$ cat src/rtl/register_scoreboard_pkg.sv
// Shared sizing and types for the register scoreboard: architectural register file
// geometry and the default per-register write-in-flight depth.
package register_scoreboard_pkg;

  localparam int NUM_REGISTERS           = 32;
  localparam int REGISTER_INDEXING_WIDTH = $clog2(NUM_REGISTERS);
  localparam int MAX_INFLIGHT_DEFAULT    = 3;
  localparam int TOTAL_W                 = 7;

  typedef logic [REGISTER_INDEXING_WIDTH-1:0] reg_index_t;

  function automatic int cnt_width(input int max_inflight);
    return (max_inflight < 2) ? 1 : $clog2(max_inflight + 1);
  endfunction

endpackage

$ cat src/rtl/register_scoreboard_counter.sv
// One saturating up/down counter tracking outstanding writes to a single register.
// Overflow/underflow are single-cycle pulses; the counter holds when either occurs.
module scoreboard_counter #(
  parameter int MAX_INFLIGHT = 3,
  parameter int CNT_W        = 2
) (
  input  logic             clk,
  input  logic             rst,
  input  logic             inc,
  input  logic             dec,
  input  logic             clear,
  output logic [CNT_W-1:0] count,
  output logic [CNT_W-1:0] count_next,
  output logic             saturated,
  output logic             zero,
  output logic             overflow,
  output logic             underflow
);

  logic [CNT_W-1:0] count_q;
  logic [CNT_W-1:0] count_d;

  assign saturated  = (count_q == CNT_W'(MAX_INFLIGHT));
  assign zero       = (count_q == '0);
  assign count      = count_q;
  assign count_next = count_d;

  // Simultaneous inc and dec cancel, so neither error can fire in that case.
  always_comb begin
    count_d   = count_q;
    overflow  = 1'b0;
    underflow = 1'b0;
    if (clear) begin
      count_d = '0;
    end else if (inc && !dec) begin
      if (saturated) overflow = 1'b1;
      else           count_d  = count_q + CNT_W'(1);
    end else if (dec && !inc) begin
      if (zero) underflow = 1'b1;
      else      count_d   = count_q - CNT_W'(1);
    end
  end

  always_ff @(posedge clk) begin
    if (rst) count_q <= '0;
    else     count_q <= count_d;
  end

endmodule

$ cat src/rtl/register_scoreboard.sv
// Read-after-write interlock: per-register outstanding-write counters feeding the
// decode-stage contention inputs, with flush, bypass-aware retire and sticky errors.
module register_scoreboard
  import register_scoreboard_pkg::*;
#(
  parameter int MAX_INFLIGHT = MAX_INFLIGHT_DEFAULT,
  parameter bit WB_BYPASS    = 1'b1
) (
  input  logic                               clk,
  input  logic                               rst,
  input  logic [REGISTER_INDEXING_WIDTH-1:0] read_1_index,
  output logic                               read_1_contended,
  input  logic [REGISTER_INDEXING_WIDTH-1:0] read_2_index,
  output logic                               read_2_contended,
  input  logic                               issue_valid,
  input  logic [REGISTER_INDEXING_WIDTH-1:0] issue_rd,
  input  logic                               issue_rd_valid,
  output logic                               issue_ready,
  input  logic                               wb_valid,
  input  logic [REGISTER_INDEXING_WIDTH-1:0] wb_rd,
  input  logic                               flush,
  output logic [TOTAL_W-1:0]                 inflight_total,
  output logic                               error_underflow,
  output logic                               error_overflow
);

  localparam int CNT_W = cnt_width(MAX_INFLIGHT);

  logic issue_fire;
  logic wb_fire;

  logic [NUM_REGISTERS-1:0][CNT_W-1:0] count;
  logic [NUM_REGISTERS-1:0][CNT_W-1:0] count_next;
  logic [NUM_REGISTERS-1:0]            sat;
  logic [NUM_REGISTERS-1:0]            zero;
  logic [NUM_REGISTERS-1:0]            ovf;
  logic [NUM_REGISTERS-1:0]            udf;

  logic [TOTAL_W-1:0] total_q, total_d;
  logic               error_underflow_q, error_underflow_d;
  logic               error_overflow_q, error_overflow_d;
  logic               rd1_bypass, rd2_bypass, issue_retire_hit;

  assign issue_fire = issue_valid && issue_rd_valid && (issue_rd != '0) && !flush;
  assign wb_fire    = wb_valid && (wb_rd != '0) && !flush;

  // x0 is hard-wired: never busy, never saturated, never errors.
  assign count[0]      = '0;
  assign count_next[0] = '0;
  assign sat[0]        = 1'b0;
  assign zero[0]       = 1'b1;
  assign ovf[0]        = 1'b0;
  assign udf[0]        = 1'b0;

  for (genvar r = 1; r < NUM_REGISTERS; r++) begin : g_cnt
    scoreboard_counter #(
      .MAX_INFLIGHT (MAX_INFLIGHT),
      .CNT_W        (CNT_W)
    ) u_cnt (
      .clk        (clk),
      .rst        (rst),
      .inc        (issue_fire && (issue_rd == reg_index_t'(r))),
      .dec        (wb_fire && (wb_rd == reg_index_t'(r))),
      .clear      (flush),
      .count      (count[r]),
      .count_next (count_next[r]),
      .saturated  (sat[r]),
      .zero       (zero[r]),
      .overflow   (ovf[r]),
      .underflow  (udf[r])
    );
  end

  // A retiring last write is already visible in the write-through regfile.
  always_comb begin
    rd1_bypass       = WB_BYPASS && wb_fire && (wb_rd == read_1_index) &&
                       (count[read_1_index] == CNT_W'(1));
    rd2_bypass       = WB_BYPASS && wb_fire && (wb_rd == read_2_index) &&
                       (count[read_2_index] == CNT_W'(1));
    read_1_contended = (read_1_index != '0) && !zero[read_1_index] && !rd1_bypass;
    read_2_contended = (read_2_index != '0) && !zero[read_2_index] && !rd2_bypass;
    issue_retire_hit = wb_fire && (wb_rd == issue_rd);
    issue_ready      = !(issue_rd_valid && (issue_rd != '0) && sat[issue_rd] &&
                         !issue_retire_hit);
  end

  always_comb begin
    total_d = '0;
    for (int r = 0; r < NUM_REGISTERS; r++) begin
      total_d = total_d + TOTAL_W'(count_next[r]);
    end
    error_underflow_d = error_underflow_q | (|udf);
    error_overflow_d  = error_overflow_q  | (|ovf);
  end

  always_ff @(posedge clk) begin
    if (rst) begin
      total_q           <= '0;
      error_underflow_q <= 1'b0;
      error_overflow_q  <= 1'b0;
    end else begin
      total_q           <= total_d;
      error_underflow_q <= error_underflow_d;
      error_overflow_q  <= error_overflow_d;
    end
  end

  assign inflight_total  = total_q;
  assign error_underflow = error_underflow_q;
  assign error_overflow  = error_overflow_q;

endmodule

$ cat config.mk
export PLATFORM = sky130hd
export DESIGN_NAME = register_scoreboard
export DESIGN_NICKNAME = d
export VERILOG_FILES = /design/src/rtl/register_scoreboard_pkg.sv /design/src/rtl/register_scoreboard_counter.sv /design/src/rtl/register_scoreboard.sv
export SDC_FILE = /design/constraint.sdc
export NUM_CORES = 1
export LEC_CHECK = 0
export ABC_AREA = 1
export BUFFER_PORTS_ARGS = -buffer_cell sky130_fd_sc_hd__buf_2
export CAP_MARGIN = 30
export CORE_ASPECT_RATIO = 0.7
export CORE_UTILIZATION = 30
export DETAILED_ROUTE_END_ITERATION = 8
export PLACE_DENSITY = 0.5
export RECOVER_POWER = 25
export SYNTH_ARGS = -nofsm -noshare
export SYNTH_HDL_FRONTEND = slang
export SYNTH_SLANG_ARGS = --single-unit
$ cat constraint.sdc
create_clock -name clk -period 12.99 [get_ports clk]
set_input_delay 3.2475 -clock clk [delete_from_list [all_inputs] [get_ports clk]]
set_output_delay 3.2475 -clock clk [all_outputs]
set_load 0.005 [all_outputs]
==> results_dict.tcl <==
set metrics [dict create \
    antenna_left 0 \
    coreArea_sq_um 28900 \
    synth_top_family_by_area "simple AND/OR/NAND/NOR gates" \
    reg2regPathDepth 21 \
    grt.overflow.total 0 \
    tns_ps 0 \
    rows 52 \
    viasPerCell 5.45 \
    postCtsSetupBuffers 0 \
    synth_fa_ha_area_share_pct 14.4 \
    clk_latency_ps 380 \
    drtIter0Drc 1302 \
    synth_edf_count 0 \
    vias 10000 \
    synth_ff_type "dfxtp_1" \
    period_minus_slack_ps 10680 \
    die_y_um 145 \
    crit_top_cell "fa_1" \
    p_leak_nw 4.25 \
    cts_tree "built" \
    setup_viol 0 \
    grt_usage_pct 27.3 \
    wl_per_cell_um 21.8 \
    hold_viol_final 0 \
    io_pins 38 \
    synthArstFlopShare_pct 0 \
    drt_wl_total_um 40100 \
    dieArea_sq_um 30100 \
    cts_sinks 71 \
    synth_compound_area_share_pct 16.5 \
    tightest_slew_ps 969 \
    yosys.area_share.simple_pct 38.3 \
    totalPowerFinal_uw 601 \
    cts_made_buffers 9 \
    reg2reg_to "inflight_total[5]" \
    rr_startpoint "g_cnt[3].u_cnt.count[0]" \
    synth.yosys.seq_area_share_pct 16.1 \
    hold_path.class "flop to flop" \
    routabilityCongestion 1.04 \
    synth-seq-cells 71 \
    outcome "finished with violations" \
    synth_nets 1544 \
    critical_path_buf_inv_count 7 \
    slowest_delay_ps 780 \
    fin_crit_sh_pct 82.2 \
    portBuffers 37 \
    cp_max_fo 25 \
    cts_root_buffer "clkbuf_16" \
    r2r_setup_slack_ps 6720 \
    grt_pass1_vias 9090 \
    endpoint "inflight_total[5]" \
    crit_family "adder cells" \
    relSlewSlack_pct 35.2 \
    crit_slowest_cell "nor2_1" \
    grt_max_degree 66 \
    antenna_found_initial 0 \
    violations "DRC" \
    worstPathRequired_ps 13250 \
    synth_mux_area_share_pct 0 \
    antennaDiodeCount 0 \
    drive_above_1_share_pct 6.43 \
    grt_pass1_wl_um 59500 \
    p_per_area_nw_per_um2 63.0 \
    first_pass_iters 9 \
    drv_slew 0 \
    fin_skew_ps 14.4 \
    drc 1 \
    h-tree-depth 3 \
    rsz0062_at_grt "no" \
    syn_area_sq_um 8810 \
    area_growth_pct 8.38 \
    yosys_warnings 0 \
    cts.repair.resized 0 \
    crit_type "primary input to flop" \
    path_clk_slew_ps 70 \
    worstSetupStartpoint "issue_rd[1]" \
    cts_buffer_depth 2 \
    hold_buffers 0 \
    syn_area_per_cell_sq_um 6.07 \
    die_w_um 207 \
    syn_inst 1451 \
    fmax_ghz 0.0937 \
    dpl.hpwl_um 31800 \
    ys_types 56 \
    end_kind "flop" \
    start_kind "primary input" \
    cp.arrival_ps 10930 \
    synthXorXnorAreaFrac_pct 1.09 \
    max_cap_viol_count 0 \
    crit_cells 28 \
    ir_drop_mv 0.0672 \
    nets 1550 \
    start_util_pct 30.5 \
]
## registers in the layout, indices dropped and copies added, names as in the netlist
signal / flops
error_overflow: 1
g_cnt.u_cnt.count: 62
error_underflow: 1
inflight_total: 7
## worst reg2reg max path, delay by kind of cell (launching register included)
| kind | cells | cell delay [ps] |
|---|---|---|
| AOI/OAI and AO/OA | 4 | 360 |
| DFF | 1 | 470 |
| and+or+nand+nor | 3 | 650 |
| adders and majority gates | 9 | 4360 |
| buffers and inverters | 5 | 340 |
## per-layer routing
| metal | wire, um | up-vias | GRT usage (%) |
|---|---|---|---|
| li1 | - | 4708 | - |
| met1 | 19100 | 4638 | 43.0 |
| met2 | 15100 | 622 | 35.5 |
| met3 | 5110 | 51 | 7.75 |
| met4 | 782 | 0 | 6.50 |
| met5 | 0 | - | 0 |
## power by group
| part | internal (mW) | leakage, nW | total [mW] | switching, mW |
|---|---|---|---|---|
| clock network | 0.153 | 0.153 | 0.274 | 0.121 |
| registers | 0.218 | 0.572 | 0.219 | 0.000466 |
| logic | 0.0254 | 3.53 | 0.109 | 0.0832 |
| total | 0.396 | 4.25 | 0.601 | 0.205 |
## cells by family after synthesis
family	count (synthesis)
buf+inv	305
simple gates	752
fa+ha+maj	67
compound gates	245
flops	71
xor+xnor	11
## per-stage QoR
stage | instance area (sq um) | worst slack [ps] | cells | hold slack, ps | utilization, %
final | 9550 | 2310 | 1840 | 558 | 33.0
after global routing | 9550 | 1790 | 1840 | 614 | 33.0
after CTS | 9590 | 2910 | 1840 | 559 | 33.2
after detailed placement | 9280 | 2560 | 1824 | 546 | 32.1
after global placement | 9270 | 2590 | 1823 | 530 | 32.1
after floorplan | 8810 | 3710 | 1451 | 528 | -
## cell type report
class | instances | area [sq um]
clock buffer | 9 | 225
clock inverter | 7 | 85.1
fill | 3264 | 19300
inverter | 258 | 971
multi-input combinational | 1075 | 6160
sequential | 71 | 1420
tap | 378 | 473
timing repair buffer | 42 | 210
## cell usage after synthesis, drive strengths merged, types with 6 or more instances
| library cell | number | area (sq um) |
|---|---|---|
| a21oi | 81 | 405 |
| buf | 20 | 124 |
| clkbuf | 27 | 101 |
| dfxtp | 71 | 1420 |
| fa | 57 | 1140 |
| ha | 10 | 125 |
| inv | 255 | 957 |
| nand2 | 308 | 1190 |
| nand3 | 125 | 661 |
| nand3b | 14 | 118 |
| nand4 | 18 | 113 |
| nor2 | 221 | 901 |
| nor3 | 40 | 210 |
| nor4 | 18 | 131 |
| o211ai | 21 | 158 |
| o21ai | 87 | 439 |
| o221ai | 14 | 123 |
| o22ai | 9 | 56.3 |
| o311ai | 7 | 61.3 |
| xnor2 | 6 | 52.6 |
## placed cells by master (no fill, tap or decap), drive strengths merged, types with 17 or more instances in the layout
cell / count
inv: 259
nor3: 40
fa: 57
nor2: 221
nand4: 18
clkbuf: 17
o21ai: 87
nand2: 308
nor4: 18
o211ai: 21
buf: 34
a21oi: 81
dfxtp: 71
nand3: 125
## worst min-delay path by stage
stage | from | endpoint | depth (start not counted)
after CTS | error_overflow | error_overflow | 4
after global placement | error_overflow | error_overflow | 4
after detailed placement | error_overflow | error_overflow | 4
after global routing | error_overflow | error_overflow | 4
final | error_overflow | error_overflow | 4
after floorplan | error_underflow | error_underflow | 4
No activity file was read; power rests on OpenSTA's default activity.
